[src/rtl/bbox_crop_scale.sv]
// bbox_crop_scale: crops an RGB frame to a box, nearest-neighbour rescales to OUT_W x OUT_H, writes grey samples
module bbox_crop_scale #(
  parameter int WIDTH  = 100,
  parameter int HEIGHT = 100,
  parameter int OUT_W  = 28,
  parameter int OUT_H  = 28
) (
  input  logic                               clk,
  input  logic                               rst_n,
  input  logic                               start,
  output logic                               done,
  output logic                               empty,
  input  logic [10:0]                        xMin,
  input  logic [10:0]                        xMax,
  input  logic [10:0]                        yMin,
  input  logic [10:0]                        yMax,
  output logic [23:0]                        rdaddr,
  input  logic [7:0]                         rddata,
  output logic [$clog2(OUT_W*OUT_H)-1:0]     wraddr,
  output logic [7:0]                         wrdata,
  output logic                               wren
);
  localparam int AW = $clog2(OUT_W*OUT_H);
  // wide enough for any 11-bit span plus the output step without wrapping
  localparam int CW = $clog2((WIDTH > HEIGHT ? WIDTH : HEIGHT) + 2048) + 1;
  localparam logic [CW-1:0] OW = CW'(OUT_W);
  localparam logic [CW-1:0] OH = CW'(OUT_H);
  localparam logic [CW-1:0] OW1 = CW'(OUT_W - 1);
  localparam logic [CW-1:0] OH1 = CW'(OUT_H - 1);
  localparam logic [CW-1:0] ONE = CW'(1);
  localparam logic [AW-1:0] LAST_A = AW'(OUT_W*OUT_H - 1);

  typedef enum logic [3:0] {IDLE, SETUP, RD_R, RD_G, RD_B, RD_LAST, WRITE, ADV_Y, ADV_X, CLEAR, DONE} state_t;
  state_t state, next;

  logic [10:0]   x_min, x_max, y_min, y_max;
  logic [CW-1:0] wpix, hpix, src_x, src_r, i, j, acc_x, acc_y;
  logic [7:0]    r_val, g_val;
  logic [9:0]    sum;
  logic          bad, col_end, last;

  assign bad     = x_min > x_max || y_min > y_max;
  assign col_end = j == OH1;
  assign last    = col_end && i == OW1;
  assign sum     = {2'b0, r_val} + {1'b0, g_val, 1'b0} + {2'b0, rddata};
  assign rdaddr  = 24'(src_x) * 24'(HEIGHT*3) + 24'(src_r) * 24'd3 +
                   (state == RD_G ? 24'd1 : state == RD_B ? 24'd2 : 24'd0);

  always_ff @(posedge clk)
    if (!rst_n) state <= IDLE;
    else state <= next;

  always_comb begin
    next = state;
    unique case (state)
      IDLE, DONE: next = start ? SETUP : state;
      SETUP:      next = bad ? CLEAR : RD_R;
      RD_R:       next = RD_G;
      RD_G:       next = RD_B;
      RD_B:       next = RD_LAST;
      RD_LAST:    next = WRITE;
      WRITE:      next = last ? DONE : col_end ? ADV_X : ADV_Y;
      ADV_Y:      next = acc_y >= OH ? ADV_Y : RD_R;
      ADV_X:      next = acc_x >= OW ? ADV_X : RD_R;
      CLEAR:      next = wraddr == LAST_A ? DONE : CLEAR;
      default:    next = IDLE;
    endcase
  end

  always_ff @(posedge clk)
    if (!rst_n) begin
      {x_min, x_max, y_min, y_max} <= '0;
      {wpix, hpix, src_x, src_r, i, j, acc_x, acc_y} <= '0;
      {r_val, g_val} <= '0;
      {done, empty, wren, wrdata} <= '0;
      wraddr <= '0;
    end else begin
      wren <= 1'b0;
      done <= next == DONE;
      unique case (state)
        IDLE, DONE: if (start) begin
          x_min <= xMin;
          x_max <= xMax;
          y_min <= yMin;
          y_max <= yMax;
          empty <= 1'b0;
        end
        SETUP: if (bad) begin
          empty  <= 1'b1;
          wren   <= 1'b1;
          wraddr <= '0;
          wrdata <= '0;
        end else begin
          wpix  <= CW'(x_max) - CW'(x_min) + ONE;
          hpix  <= CW'((y_max - y_min) / 11'd3) + ONE;
          src_x <= CW'(x_min);
          src_r <= CW'(y_min / 11'd3);
          {i, j, acc_x, acc_y} <= '0;
        end
        RD_G: r_val <= rddata;
        RD_B: g_val <= rddata;
        // blue arrives now, so the grey value is formed without a separate register
        RD_LAST: begin
          wren   <= 1'b1;
          wrdata <= sum[9:2];
          wraddr <= AW'(i * OH + j);
        end
        WRITE: if (col_end) begin
          j     <= '0;
          src_r <= CW'(y_min / 11'd3);
          acc_y <= '0;
          acc_x <= acc_x + wpix;
          i     <= i + ONE;
        end else begin
          j     <= j + ONE;
          acc_y <= acc_y + hpix;
        end
        ADV_Y: if (acc_y >= OH) begin
          acc_y <= acc_y - OH;
          src_r <= src_r + ONE;
        end
        ADV_X: if (acc_x >= OW) begin
          acc_x <= acc_x - OW;
          src_x <= src_x + ONE;
        end
        CLEAR: if (wraddr != LAST_A) begin
          wraddr <= wraddr + AW'(1);
          wren   <= 1'b1;
        end
        default: ;
      endcase
    end
endmodule

[config.mk]
export PLATFORM = sky130hd
export DESIGN_NAME = bbox_crop_scale
export DESIGN_NICKNAME = d
export VERILOG_FILES = /design/src/rtl/bbox_crop_scale.sv
export SDC_FILE = /design/constraint.sdc
export NUM_CORES = 1
export LEC_CHECK = 0
export ABC_AREA = 1
export CELL_PAD_IN_SITES_DETAIL_PLACEMENT = 1
export CELL_PAD_IN_SITES_GLOBAL_PLACEMENT = 2
export CORE_UTILIZATION = 31
export DETAILED_ROUTE_END_ITERATION = 10
export PLACE_DENSITY = 0.83
export SETUP_SLACK_MARGIN = 0.1
export SYNTH_ARGS = -nofsm -noshare
export SYNTH_HDL_FRONTEND = slang
export SYNTH_SLANG_ARGS = --single-unit
[constraint.sdc]
create_clock -name clk -period 7.2 [get_ports clk]
set_input_delay 2.16 -clock clk [delete_from_list [all_inputs] [get_ports clk]]
set_output_delay 2.16 -clock clk [all_outputs]
set_load 0.05 [all_outputs]
==> results.cfg <==
[logic_synthesis]
syn_inst = 2098
yosysTopAreaCell = dfxtp_1
synth.most_common_cell = inv_1
ys.flop_type = dfxtp_1
ys_async_sr_fraction = 0
yosysWarnings = 0
syn_area_um2 = 14900
yosysSeqAreaShare = 0.2540
synth.top_cells.by_area = dfxtp_1 (25%), ha_1 (13%), inv_1 (8.7%), nand2_1 (7.3%), fa_1 (6.6%)
synth_cell_types = 52
ys_ff_latch = 189
syn_nets = 2362
syn_avg_cell_area_um2 = 7.100
synth_edf_count = 0
synth_common_cells = inv_1 (346), nand2_1 (288), nor2_1 (258), dfxtp_1 (189), o21ai_0 (181)
synth.top_cell.area_share = 0.2540

[critical_path]
crit_type = flip-flop to output port
cp_max_fo = 2
start_kind = flip-flop
worstPathRequired_ps = 5040
slowest_stage = fa_1
critPathCaptureType = output port
cpPeakStageDelay_ps = 520
arrival_ps = 5570

[detailed_routing]
dr.first_iter.drc_count = 461
vias = 13950
wirelength_mm = 45.18
wl_per_cell_um = 15.89
final_antenna_net_count = 0
drt_first_pass_iters = 5
drc = 0
via_per_inst = 4.906

[clock_network]
cts_buffer_depth = 2
tritoncts = done
cts_sinks = 189
postCtsHoldBufs = 0
htree_levels = 4
clkLatencyLatePin_ps = 500
clk_pin_slew_worst_paths_ps = 70
numCtsBuffers = 17
root_buffer = clkbuf_16

[job]
cap_violations = 0

[hold_path]
hold_class = flip-flop to flip-flop

[timing]
setup_viol = 10
post-route-min-period_ps = 7732
fmax_mhz = 129.3
relSlewSlack = 0.3104
tightest_slew_ps = 1008
setup_ws_ps = -531.9
whs_ps = 458.8
maxSlewViolCount = 0
skew_ps = 15.73
final.period_utilization = 1.074
finalHoldViolations = 0
rsz0062_at_grt = yes

[cells_and_area]
drive_above_1_share = 0.09709
areaGrowthSynthToFinish_pct = 21.33
nNetsFinal = 2488
fillers = 5790

[placed_design]
gp_congestion = 0.8248
pre_cts_ws_ps = -241.2
place_hpwl_mm = 34.69
portBuffers = 98

[die]
core_um2 = 46950
rows = 79
start_util = 0.3173
dieArea_um2 = 48930
die_width_um = 221.2
fp.dieH_um = 221.2
pin_count = 100

[grt]
overflow = 0
grt_pass1_wl_mm = 75.45
grt_pass1_vias = 15060
grt_max_degree = 68
grt_util_all_layers = 0.1904
antenna_found_initial = 2

[run_status]
failed_checks = setup timing
status = finished with violations
==> critical path: cells and delay by family (launching register included) <==
kind	cells	cell delay, ps
fa+ha+maj	7	2560
compound gates	6	750
simple gates	5	630
buf+inv	6	500
flops	1	360
xor+xnor	2	260
==> stage by stage <==
stage / utilization / area (um2) / setup TNS [ps] / cells
after global routing: 0.3849 / 18070 / -5474 / 2842
final: 0.3849 / 18070 / -3408 / 2843
after detailed placement: 0.3610 / 16950 / -866.6 / 2798
after floorplan: - / 14960 / -200.1 / 2098
after global placement: 0.3610 / 16950 / -95.77 / 2798
after CTS: 0.3825 / 17960 / -2451 / 2839
==> registers in the layout, summed over array words and instances (netlist names), 13 cells and up <==
signal / count
acc_x: 13
acc_y: 13
hpix: 13
i: 13
j: 13
src_r: 13
src_x: 13
wpix: 13
==> final cells by class <==
cell class	count	area (um2)	area share
Multi-Input combinational cell	1501	10010	0.5539
Clock buffer	18	429.2	0.02375
Tap cell	607	759.5	0.04202
Inverter	357	1340	0.07415
Timing Repair Buffer	158	1546	0.08557
Clock inverter	12	185.2	0.01025
Sequential cell	189	3800	0.2103
Antenna cell	1	2.502	0.0001385
==> final timing paths <==
kind	to	depth (start not counted)	slack, ps	from
max	rdaddr[20]	26	-530	src_x[6]
min	hpix[10]	2	460	hpix[10]
max reg2reg	hpix[2]	39	1900	y_min[0]
min reg2reg	hpix[10]	2	460	hpix[10]
==> cell families (layout without fill, tap and decap cells) <==
family | Yosys count | count (layout) | share of synthesized area
compound gates | 471 | 471 | 0.1750
xor+xnor | 97 | 97 | 0.05754
fa+ha+maj | 209 | 209 | 0.2003
buf+inv | 408 | 545 | 0.1034
flops | 189 | 189 | 0.2540
other cells | 1 | 2 | 0.0002518
simple gates | 723 | 723 | 0.2096
==> what timing repair did <==
action	4_1_cts	5_1_grt
cloned	0	0
endpoints found under the setup margin	13	14
pin swaps	48	19
setup buffers	12	5
resized for setup	50	20
==> placed cells by master, fill, tap and decap left out, types with 5 or more instances in the layout <==
cell and count:
ha_4 20, and2_1 5, inv_2 14, a211oi_1 5, o21ai_0 178, buf_12 11
a21oi_1 172, inv_1 336, nand3_2 11, clkbuf_16 17, a221oi_1 8, nor4_1 8
nor3b_1 7, ha_1 140, nand2_1 286, nor2_2 8, o21ai_1 12, clkdlybuf4s50_1 82
buf_4 60, o32ai_1 5, xnor2_1 21, o21bai_1 23, xor2_1 68, nand3b_1 7
fa_1 49, o22ai_1 9, nand2_2 18, a21oi_2 12, nand4_1 15, nor3_1 26
nor2_1 254, dfxtp_1 182, nand3_1 63, a31oi_1 13, o211ai_1 12, clkinv_1 7
==> routing by layer <==
layer / wire [um] / global-route usage / part of all wire
met2: 21940 / 0.3386 / 0.49
met3: 1315 / 0.03227 / 0.029
met4: 553 / 0.04918 / 0.012
met1: 21360 / 0.2361 / 0.47
met5: 11 / 0 / 0.00024
Power is not shown: default switching activity piles up to over one toggle a cycle in this logic, so the estimate is an artifact.
